$ cat src/rtl/follower_pkg.sv
// Definitions shared by the barcode receiver and its downstream consumer.
// Holds the receiver FSM encoding, the frame width and the accepted ID prefix.
package follower_pkg;

    localparam int ID_W = 8;

    // comProc only acts on station IDs whose two MSBs match this prefix
    localparam logic [1:0] ID_VALID_PREFIX = 2'b00;

    typedef enum logic [2:0] {
        S_IDLE      = 3'd0,
        S_START     = 3'd1,
        S_WAIT_FALL = 3'd2,
        S_DELAY     = 3'd3,
        S_SAMPLE    = 3'd4,
        S_DONE      = 3'd5
    } bc_state_e;

endpackage

$ cat src/rtl/barcode_rx_if.sv
// Station-ID handshake between barcode_rx (master) and comProc (slave).
interface barcode_rx_if #(
    parameter int ID_W = 8
) ();

    logic [ID_W-1:0] ID;
    logic            ID_vld;
    logic            clr_ID_vld;
    logic            busy;

    modport master (
        output ID,
        output ID_vld,
        output busy,
        input  clr_ID_vld
    );

    modport slave (
        input  ID,
        input  ID_vld,
        input  busy,
        output clr_ID_vld
    );

endinterface

$ cat src/rtl/bc_sync_edge.sv
// Two-flop synchronizer for an asynchronous input plus a falling-edge detector.
// All flops reset to 1 so an idle-high line produces no spurious edge.
module bc_sync_edge (
    input  logic clk,
    input  logic rst_n,
    input  logic async_in,
    output logic sync_out,
    output logic fall
);

    // [0],[1] synchronizer stages, [2] previous synchronized value
    logic [2:0] pipe_q;
    logic [2:0] pipe_d;

    always_comb begin
        pipe_d = {pipe_q[1], pipe_q[0], async_in};
    end

    always_ff @(posedge clk or negedge rst_n) begin
        if (!rst_n) begin
            pipe_q <= '1;
        end else begin
            pipe_q <= pipe_d;
        end
    end

    assign sync_out = pipe_q[1];
    assign fall     = pipe_q[2] & ~pipe_q[1];

endmodule

$ cat src/rtl/barcode_rx.sv
// Self-timed barcode stripe decoder: measures the start-bit low time and samples each cell after that delay.
// Optional BC_TIMEOUT_EN aborts a frame whose next falling edge does not arrive within 4*T clocks.
module barcode_rx #(
    parameter int CNT_W = 22,
    parameter int ID_W  = follower_pkg::ID_W
) (
    input  logic          clk,
    input  logic          rst_n,
    input  logic          BC,
    barcode_rx_if.master  rx_if
`ifdef BC_TIMEOUT_EN
    ,
    output logic          timeout
`endif
);

    import follower_pkg::*;

    localparam int BIT_CNT_W = $clog2(ID_W + 1);

    logic bc_s;
    logic fall;

    bc_sync_edge u_sync (
        .clk      (clk),
        .rst_n    (rst_n),
        .async_in (BC),
        .sync_out (bc_s),
        .fall     (fall)
    );

    bc_state_e            state_q, state_d;
    logic [CNT_W-1:0]     period_q, period_d;
    logic [CNT_W+1:0]     dly_q, dly_d;
    logic [BIT_CNT_W-1:0] bit_cnt_q, bit_cnt_d;
    logic [ID_W-1:0]      shift_q, shift_d;
    logic [ID_W-1:0]      id_q, id_d;
    logic                 id_vld_q, id_vld_d;
    logic                 load;

    // A zero-length measurement still needs at least one clock of delay
    logic [CNT_W-1:0]     t_eff;
    assign t_eff = (period_q == '0) ? CNT_W'(1) : period_q;

`ifdef BC_TIMEOUT_EN
    logic                 timeout_q, timeout_d;
    logic [CNT_W+1:0]     tmo_lim;
    assign tmo_lim = {t_eff, 2'b00};
`endif

    always_comb begin
        state_d   = state_q;
        period_d  = period_q;
        dly_d     = dly_q;
        bit_cnt_d = bit_cnt_q;
        shift_d   = shift_q;
        id_d      = id_q;
        id_vld_d  = id_vld_q;
        load      = 1'b0;
`ifdef BC_TIMEOUT_EN
        timeout_d = timeout_q;
`endif

        case (state_q)
            S_IDLE: begin
                if (fall) begin
                    state_d   = S_START;
                    period_d  = '0;
                    bit_cnt_d = '0;
`ifdef BC_TIMEOUT_EN
                    timeout_d = 1'b0;
`endif
                end
            end
            S_START: begin
                if (!bc_s) begin
                    if (period_q != '1) begin
                        period_d = period_q + 1'b1;
                    end
                end else begin
                    state_d = S_WAIT_FALL;
                    dly_d   = '0;
                end
            end
            S_WAIT_FALL: begin
                if (fall) begin
                    state_d = S_DELAY;
                    dly_d   = '0;
`ifdef BC_TIMEOUT_EN
                end else if (dly_q >= tmo_lim) begin
                    state_d   = S_IDLE;
                    timeout_d = 1'b1;
                end else begin
                    dly_d = dly_q + 1'b1;
`endif
                end
            end
            S_DELAY: begin
                // Falls inside the delay window are deliberately ignored
                if (dly_q == {2'b00, t_eff}) begin
                    state_d = S_SAMPLE;
                end else begin
                    dly_d = dly_q + 1'b1;
                end
            end
            S_SAMPLE: begin
                shift_d   = {shift_q[ID_W-2:0], bc_s};
                bit_cnt_d = bit_cnt_q + 1'b1;
                if (bit_cnt_q == BIT_CNT_W'(ID_W - 1)) begin
                    state_d = S_DONE;
                end else begin
                    state_d = S_WAIT_FALL;
                    dly_d   = '0;
                end
            end
            S_DONE: begin
                load    = (shift_q[ID_W-1 -: 2] == ID_VALID_PREFIX);
                state_d = S_IDLE;
            end
            default: begin
                state_d = S_IDLE;
            end
        endcase

        // A load in the same cycle as a clear leaves the new ID valid
        if (rx_if.clr_ID_vld) begin
            id_vld_d = 1'b0;
        end
        if (load) begin
            id_vld_d = 1'b1;
            id_d     = shift_q;
        end
    end

    always_ff @(posedge clk or negedge rst_n) begin
        if (!rst_n) begin
            state_q   <= S_IDLE;
            period_q  <= '0;
            dly_q     <= '0;
            bit_cnt_q <= '0;
            shift_q   <= '0;
            id_q      <= '0;
            id_vld_q  <= 1'b0;
        end else begin
            state_q   <= state_d;
            period_q  <= period_d;
            dly_q     <= dly_d;
            bit_cnt_q <= bit_cnt_d;
            shift_q   <= shift_d;
            id_q      <= id_d;
            id_vld_q  <= id_vld_d;
        end
    end

`ifdef BC_TIMEOUT_EN
    always_ff @(posedge clk or negedge rst_n) begin
        if (!rst_n) begin
            timeout_q <= 1'b0;
        end else begin
            timeout_q <= timeout_d;
        end
    end

    assign timeout = timeout_q;
`endif

    assign rx_if.ID     = id_q;
    assign rx_if.ID_vld = id_vld_q;
    assign rx_if.busy   = (state_q != S_IDLE);

endmodule
$ cat src/flat_wrapper.sv
// flat-port wrapper written by rule: the top's interface ports become plain ports
module barcode_rx_flat import follower_pkg::*;
#(
    parameter int CNT_W = 22,
    parameter int ID_W  = follower_pkg::ID_W
)
  (clk, rst_n, BC, rx_if_ID, rx_if_ID_vld, rx_if_busy, rx_if_clr_ID_vld);
  barcode_rx_if #(.ID_W(ID_W)) rx_if_i ();
  input  logic clk;
  input  logic rst_n;
  input  logic BC;
  output wire logic [$bits(rx_if_i.ID)-1:0] rx_if_ID;
  output wire logic [$bits(rx_if_i.ID_vld)-1:0] rx_if_ID_vld;
  output wire logic [$bits(rx_if_i.busy)-1:0] rx_if_busy;
  input wire logic [$bits(rx_if_i.clr_ID_vld)-1:0] rx_if_clr_ID_vld;
  assign rx_if_ID = rx_if_i.ID;
  assign rx_if_ID_vld = rx_if_i.ID_vld;
  assign rx_if_busy = rx_if_i.busy;
  assign rx_if_i.clr_ID_vld = rx_if_clr_ID_vld;
  barcode_rx #(.CNT_W(CNT_W), .ID_W(ID_W)) u_core (.clk(clk), .rst_n(rst_n), .BC(BC), .rx_if(rx_if_i));
endmodule
$ cat config.mk
export PLATFORM = sky130hd
export DESIGN_NAME = barcode_rx_flat
export DESIGN_NICKNAME = d
export VERILOG_FILES = /design/src/rtl/follower_pkg.sv /design/src/rtl/barcode_rx_if.sv /design/src/rtl/bc_sync_edge.sv /design/src/rtl/barcode_rx.sv /design/src/flat_wrapper.sv
export SDC_FILE = /design/constraint.sdc
export NUM_CORES = 1
export LEC_CHECK = 0
export CORE_MARGIN = 10
export CORE_UTILIZATION = 50
export DETAILED_ROUTE_END_ITERATION = 16
export PLACE_DENSITY = 0.71
export SLEW_MARGIN = 10
export SYNTH_ARGS = -nofsm -noshare
export SYNTH_HDL_FRONTEND = slang
export SYNTH_SLANG_ARGS = --single-unit
export TNS_END_PERCENT = 10
$ cat constraint.sdc
create_clock -name clk -period 2.3 [get_ports clk]
set_clock_uncertainty 0.05 [all_clocks]
set_input_delay 0.345 -clock clk [delete_from_list [all_inputs] [get_ports clk]]
set_output_delay 0.345 -clock clk [all_outputs]
set_load 0.02 [all_outputs]
Word level (Yosys, flattened, before mapping)

Index checks and enable logic that the tools add are counted.

Bitwise operators: 2
Reductions and logical operators: 12
Mux-type cells: 21
Add/sub/neg operators: 3
Equality and inequality tests: 16

Operator list:

| operator              | count |
|---|---|
| $mux 24               | 4 |
| $pmux 24 s4           | 1 |
| $mux 22               | 4 |
| $pmux 22 s2           | 1 |
| $add 24x1->24 const B | 1 |
| $eq 24x22->1          | 1 |
| $add 22x1->22 const B | 1 |
| $logic_not 22->1      | 1 |
| $ne 22x22->1 const B  | 1 |
| $mux 3                | 5 |
| $pmux 3 s5            | 1 |
| $ne 2x1->1 const B    | 4 |
| $ne 2x2->1 const B    | 4 |
| $pmux 4 s2            | 1 |
| $reduce_and 4->1      | 2 |
| $eq 3x2->1 const B    | 2 |
| $eq 3x3->1 const B    | 2 |
| $reduce_bool 2->1     | 3 |
| $reduce_and 5->1      | 1 |
| $add 4x1->4 const B   | 1 |
| $eq 4x3->1 const B    | 1 |
| $mux 4                | 1 |
| $reduce_bool 4->1     | 1 |
| $eq 3x1->1 const B    | 1 |
| other kinds (7)       | 9 |

Bits in registers: 73
Input bits: 4
Output and inout port bits: 10
Logic and storage cells: 62

Depth between registers and ports, before layout

Gate-level depths: netlist of the first run.

Depth after elaboration: 5
Mapped depth: 10

Modules after synthesis

From an unflattened synthesis of the first run, not the netlist that was laid out.

Cell total of the unflattened synthesis: 455
Area, all modules: 4194.0 µm²

By module, submodules not included:

| module       | area an instance (µm²) | times used | cells each | sequential area each (µm²) |
|---|---|---|---|---|
| barcode_rx   | 4101.4                 | 1          | 451        | 1751.7 |
| bc_sync_edge | 92.6                   | 1          | 4          | 78.8 |

Least setup slack after synthesis of the first run

Ideal clock, no wire load.

Kind: reg2reg
Start point: register u_core.period_q[0]
End point: register u_core.dly_q[9]
Cell stages (with the launch flop): 10
Setup slack: 0.145 ns
Data required time: 2.124 ns
Data arrival time: 1.979 ns
Cell sequence: dfrtp_1 -> inv_1 -> ha_1 -> nor3b_1 -> nand4_1 -> or3_1 -> a311o_1 -> buf_6 -> nor4b_4 -> a221o_1

Longest elaborated chain between the ends: 5

RTL lines:

| what                         | line              | text |
|---|---|---|
| start: declaration           | barcode_rx.sv:33  | `logic [CNT_W-1:0] period_q, period_d;` |
| start signal: assignment     | barcode_rx.sv:146 | `period_q <= period_d;` |
| $logic_not 22->1             | barcode_rx.sv:43  | `assign t_eff = (period_q == '0) ? CNT_W'(1) : period_q;` |
| $mux 22 *                    | barcode_rx.sv:43  |  |
| $eq 24x22->1 *               | barcode_rx.sv:100 | `if (dly_q == {2'b00, t_eff}) begin` |
| $ne 2x2->1 (no line) *       | -                 |  |
| $reduce_and 5->1 (no line) * | -                 |  |
| end signal: assignment       | barcode_rx.sv:147 | `dly_q <= dly_d;` |
| end: declaration             | barcode_rx.sv:34  | `logic [CNT_W+1:0] dly_q, dly_d;` |

Every way passes the cells marked *; elsewhere a longest branch is shown, timed or not.
A chain may end at the register's enable or synchronous reset.

Worst setup path after layout of the first run

Start point: register u_core.period_q[5]
End point: register u_core.dly_q[5]

The elaborated chain is that of the path after synthesis.

==> flow_summary.yaml, run 1 <==
cts:
  cts_tree: "yes"
  cts_buffers: 9
  clk_latency_ps: 360
  root_buffer: "clkbuf_8"
  cts_num_sinks: 73
  clock_tree.buffer_depth: 2
  htreeDepth: 3
  clkTransAtPathRegs_ps: 90
floorplanning:
  start_util_pct: 50.83
  die_width_microns: 110.7
  io_pins: 14
  coreArea_sq_um: 8093
  dieArea_sq_um: 12260
  die_h_microns: 110.7
  row_count: 33
setup_path:
  crit_fanout: 11
  path_class: "reg2reg"
  critPathArrivalTime_ps: 2500
  critPathRequiredTime_ps: 2480
  timing.critical_path.to_type: "register"
  cp-start-kind: "register"
timing:
  worst-slew-pin-transition_ps: 528.7
  finalHoldViolations: 0
  slew_viol_final: 0
  rsz0062_at_grt: "true"
  fmax_mhz: 430.5
  fin_crit_ps: 2323
  fin_crit_sh_pct: 101.0
  setup_violations: 1
  relSlewSlack_pct: 64.75
  layout_setup_ws_ps: -22.67
grt:
  grt_pass1_vias: 3354
  grt_max_degree: 39
  overflow: 0
  grt_pass1_wl_microns: 16490
  grt_usage_pct: 15.89
  antenna_found_initial: 0
finish:
  area_growth_pct: 20.53
  diodes: 0
  nets: 515
  layout-drive-gt1-share_pct: 21.29
  fin_cells: 617
yosys:
  synth_top_flop_cell: "dfrtp_1"
  synth_edf_count: 0
  synth_cells: 446
  async_reset_ff_share_pct: 100.0
  synthDistinctLibCells: 53
  ys.warnings.count: 0
  syn_area_sq_um: 4114
  ys_seq_elements: 73
  synthDominantCellAreaShare_pct: 42.58
  synth.most_common_cell: "dfrtp_1"
  syn_avg_cell_area_sq_um: 9.224
  syn-num-nets: 454
  seq_area_frac_synth_pct: 44.50
  yosysTopAreaCell: "dfrtp_1"
  synthTopCellsByCount: "dfrtp_1 (70), nand2_1 (60), nor2_1 (44)"
  synth_area_leaders: "dfrtp_1 (43%), nand2_1 (5.5%), xor2_1 (4.7%)"
power_and_ir_drop:
  p_per_area_nw_per_um2: 743.0
  power_uw: 3684
  peakVddDrop_uv: 597.7
  p_leak_uw: 0.002280
route:
  drc: 0
  dr.pass1.iters: 4
  vias: 3470
  detail-route-antenna-nets: 0
  avgViaCountPerCell: 5.624
  wirelength_microns: 9869
  drt_first_iter_violations: 156
  route.detailed.wl_per_inst_microns: 16.00
hold_path:
  min_path_type: "reg2reg"
place:
  hpwl_microns: 7111
  placed_cells: 597
  gp_congestion: 0.8794
  port_buffers: 13
flow_run:
  max_cap_viol_count: 0
status:
  violations: "negative setup slack"
  status: "finished, violations left"
-- through the flow --
| step | setup slack, ps | cell area, sq um | TNS [ps] | util, % | hold slack (ps) |
|---|---|---|---|---|---|
| global placement | 51.47 | 4673 | 0 | 57.75 | 298.3 |
| floorplan | 145.5 | 4114 | 0 | - | -0.5911 |
| detailed placement | -19.46 | 4673 | -19.46 | 57.75 | 298.8 |
| CTS | 35.03 | 4870 | 0 | 60.17 | 323.7 |
| finish | -22.67 | 4959 | -22.67 | 61.27 | 319.1 |
| global route | -124.1 | 4959 | -1641 | 61.27 | 328.5 |
-- flip-flops by register name (all words and copies together) (netlist names) --
signal                count
u_core.dly_q             24
u_core.period_q          22
u_core.rx_if.ID           8
u_core.shift_q            8
u_core.bit_cnt_q          4
u_core.state_q            3
u_core.u_sync.pipe_q      3
u_core.rx_if.ID_vld       1
-- logic make-up after synthesis --
logic type / Yosys count / share of synthesized area, %
compound gates: 74 / 12.99
fa+ha+maj: 4 / 1.217
flops: 73 / 44.50
mux: 6 / 1.642
buf+inv: 28 / 3.315
simple gates: 222 / 28.04
xor+xnor: 39 / 8.303
-- layer usage --
metal | global-route usage (%) | routed length [microns]
met2 | 25.59 | 4724
met5 | 0 | 0
met1 | 20.70 | 4573
met4 | 4.601 | 133
met3 | 3.680 | 437
-- cells in the final DEF, fill, tap and decap left out, types with 6 or more instances in the layout --
cell type,synthesis,routed
a21oi_1,20,17
and2_1,19,19
buf_4,0,52
clkbuf_8,0,9
clkdlybuf4s50_1,0,12
dfrtp_1,70,70
inv_1,9,7
mux2_2,6,6
nand2_1,60,59
nand3_1,21,21
nand4_1,8,8
nor2_1,44,44
nor2b_1,6,6
nor3_1,21,20
nor4_1,12,8
nor4_2,2,6
o21ai_0,8,8
o2bb2ai_1,19,19
xnor2_1,17,17
xor2_1,22,22
-- worst max-delay path, cell delays in order (launching register included) --
cell and delay (ps):
dfrtp_1 450, xor2_1 180, nor4_1 420, nand4_1 200
a311o_2 450, buf_6 190, a21oi_1 150, o2bb2ai_1 100
-- area by class of cell --
cell class / instances / area, sq um
tap: 105 / 131.4
fill: 707 / 3134
timing repair buffer: 68 / 563.0
clock inverter: 7 / 57.56
inverter: 9 / 33.78
multi-input combinational: 346 / 2218
sequential: 73 / 1831
clock buffer: 9 / 123.9
-- final timing paths --
path	from	endpoint	cells after the start	slack, ps
setup / recovery	u_core.period_q[5]$_DFFE_PN0P_	u_core.dly_q[5]$_DFFE_PN0P_	7	-20
hold / removal	u_core.u_sync.pipe_q[0]$_DFF_PN1_	u_core.u_sync.pipe_q[1]$_DFF_PN1_	0	320
setup reg to reg	u_core.period_q[5]$_DFFE_PN0P_	u_core.dly_q[5]$_DFFE_PN0P_	7	-20
hold reg to reg	u_core.u_sync.pipe_q[0]$_DFF_PN1_	u_core.u_sync.pipe_q[1]$_DFF_PN1_	0	320
max in group asynchronous	rst_n	u_core.u_sync.pipe_q[1]$_DFF_PN1_	3	1120
min in group asynchronous	rst_n	u_core.dly_q[8]$_DFFE_PN0P_	2	450
-- repair_timing --
| action | 4_1_cts | 5_1_grt |
|---|---|---|
| hold buffers | 1 | 0 |
| setup endpoints to repair | 5 | 24 |
| pin swaps | 0 | 5 |
| endpoints found under the hold margin | 37 | 0 |
| setup buffers | 0 | 2 |
| gates resized for setup | 2 | 16 |
| cloned | 0 | 1 |
-- power by group --
part | internal, uW | switching, uW | total (uW)
sequential | 1380 | 95.9 | 1480
combinational | 528 | 713 | 1240
clock | 408 | 554 | 963
total | 2320 | 1360 | 3680
(Power assumes the default switching activity.)
==> run 2: changes to the inputs <==
--- a/config.mk
+++ b/config.mk
@@ -5,7 +5,7 @@
 export SDC_FILE = /design/constraint.sdc
 export NUM_CORES = 1
 export LEC_CHECK = 0
-export CORE_MARGIN = 10
+export CORE_MARGIN = 1
 export CORE_UTILIZATION = 50
 export DETAILED_ROUTE_END_ITERATION = 16
 export PLACE_DENSITY = 0.71
==> flow_summary.yaml, run 2 (synthesis results as in run 1) <==
timing:
  rsz0062_at_grt: "true"
  finalHoldViolations: 0
  slew_viol_final: 0
  worst-slew-pin-transition_ps: 514.8
  relSlewSlack_pct: 65.68
  setup_violations: 1
  fin_crit_sh_pct: 100.4
  layout_setup_ws_ps: -9.594
  fmax_mhz: 433.0
  timing.setup.tns_ps: -9.594
  fin_crit_ps: 2310
place:
  placed_cells: 594
  port_buffers: 13
  placed_area_sq_um: 4669
  hpwl_microns: 6948
  gp_congestion: 0.8287
floorplanning:
  start_util_pct: 52.42
  die_h_microns: 92.71
  row_count: 32
  io_pins: 14
  die_width_microns: 92.71
  dieArea_sq_um: 8594
  coreArea_sq_um: 7848
finish:
  final_cell_mix: "dfrtp_1 (69), nand2_1 (60), buf_4 (50)"
  nFillCells: 664
  final_util_pct: 63.28
  diodes: 0
  multiInputGateArea_sq_um: 2198
  fin_cells: 614
  nets: 515
  largest_register_ffs: 24
  regArea_sq_um: 1832
  area_growth_pct: 20.71
  top_regs: "u_core.dly_q (24), u_core.period_q (22)"
  final_common_cell: "dfrtp_1"
  regMostFlops: "u_core.dly_q"
  layout-drive-gt1-share_pct: 20.12
  finish.instance_area_sq_um: 4966
grt:
  grt_pass1_vias: 3297
  antenna_found_initial: 0
  overflow: 0
  grt_pass1_wl_microns: 16040
  grt_max_degree: 38
  grt_usage_pct: 24.16
cts:
  clkTransAtPathRegs_ps: 80
  cts_num_sinks: 73
  cts_tree: "yes"
  cts_buffers: 9
  clock_tree.buffer_depth: 2
  clk_latency_ps: 350
  htreeDepth: 3
  root_buffer: "clkbuf_8"
setup_path:
  path_cells: "nor4_2 > nand4_1 > or3_4 > a311o_2 > buf_4 > nor4b_1 > a21o_1"
  crit_path_max_incr_delay_ps: 450
  ff2ff_setup_slack_ps: -10
  path_class: "reg2reg"
  critPathRequiredTime_ps: 2500
  timing.critical_path.to_type: "register"
  path_delay_family: "simple AND/OR/NAND/NOR gates"
  critical-path-slowest-cell: "a311o_2"
  cp_num_cells: 7
  crit_fanout: 5
  crit_buf_inv: 1
  critPathArrivalTime_ps: 2510
  cp-start-kind: "register"
  reg2reg_depth: 7
power_and_ir_drop:
  peakVddDrop_uv: 500.2
  p_comb_share_pct: 32.5
  p_leak_uw: 0.002296
  seqPwrFrac_pct: 38.8
  p_int_uw: 2522
  power_uw: 3831
  pwr-share-clk_pct: 28.8
  p_sw_uw: 1310
  p_per_area_nw_per_um2: 771.5
  swShare_pct: 34.19
route:
  wirelength_microns: 9841
  avgViaCountPerCell: 5.712
  vias: 3507
  detail-route-antenna-nets: 0
  dr.pass1.iters: 4
  drt_first_iter_violations: 120
  drc: 0
  route.detailed.wl_per_inst_microns: 16.03
status:
  status: "finished, violations left"
  violations: "negative setup slack"
hold_path:
  min_path_type: "reg2reg"
  min_path_cells: 0
flow_run:
  max_cap_viol_count: 0
-- run 2: worst paths after layout --
check | from | end
setup / recovery | u_core.period_q[7]$_DFFE_PN0P_ | u_core.dly_q[19]$_DFFE_PN0P_
max in group asynchronous | rst_n | u_core.u_sync.pipe_q[2]$_DFF_PN1_
hold / removal | u_core.u_sync.pipe_q[0]$_DFF_PN1_ | u_core.u_sync.pipe_q[1]$_DFF_PN1_
setup reg to reg | u_core.period_q[7]$_DFFE_PN0P_ | u_core.dly_q[19]$_DFFE_PN0P_
min in group asynchronous | rst_n | u_core.dly_q[5]$_DFFE_PN0P_
hold reg to reg | u_core.u_sync.pipe_q[0]$_DFF_PN1_ | u_core.u_sync.pipe_q[1]$_DFF_PN1_
-- run 2: layer usage --
metal  GRT usage (%)  routed length [microns]
met1           33.30                     4586
met2           38.02                     4641
met3           3.941                      350
met4           9.744                      263
met5               0                        0
-- run 2: layout make-up --
class                      count  share of cell area (%)
timing repair buffer          68                   11.36
clock buffer                  11                   2.646
clock inverter                 5                   1.587
inverter                       9                  0.6803
sequential                    73                   36.89
multi-input combinational    346                   44.27
tap                          102                   2.570
-- run 2: timing repair --
| action | 4_1_cts | 5_1_grt |
|---|---|---|
| resized for setup | 1 | 15 |
| hold endpoints to repair | 36 | 0 |
| cloned | 0 | 2 |
| hold buffers | 1 | 0 |
| setup buffers | 0 | 1 |
| pin swaps | 0 | 6 |
| endpoints found under the setup margin | 1 | 34 |
-- run 2: per-stage QoR --
step / setup WS, ps / hold slack (ps)
floorplan: 145.5 / -0.5911
global placement: 58.45 / 297.8
detailed placement: 35.86 / 299.1
CTS: 23.11 / 310.9
global route: -101.3 / 311.6
finish: -9.594 / 308.0
-- run 2: power groups by stage --
stage / Combinational [uW] / Clock [uW] / Sequential, uW
after global placement: 1110 / 0 / 1500
after global routing: 1350 / 1180 / 1500
after CTS: 1160 / 1130 / 1480
final: 1240 / 1100 / 1490
after floorplan: 750 / 0 / 1490
after detailed placement: 1140 / 0 / 1500
-- run 2: worst reg2reg max path, delay by kind of cell, from the launching register on --
| family | cells | cell delay (ps) |
|---|---|---|
| AO/OA/AOI/OAI | 2 | 610 |
| buffers and inverters | 1 | 170 |
| flip-flops | 1 | 440 |
| AND/OR/NAND/NOR | 4 | 950 |
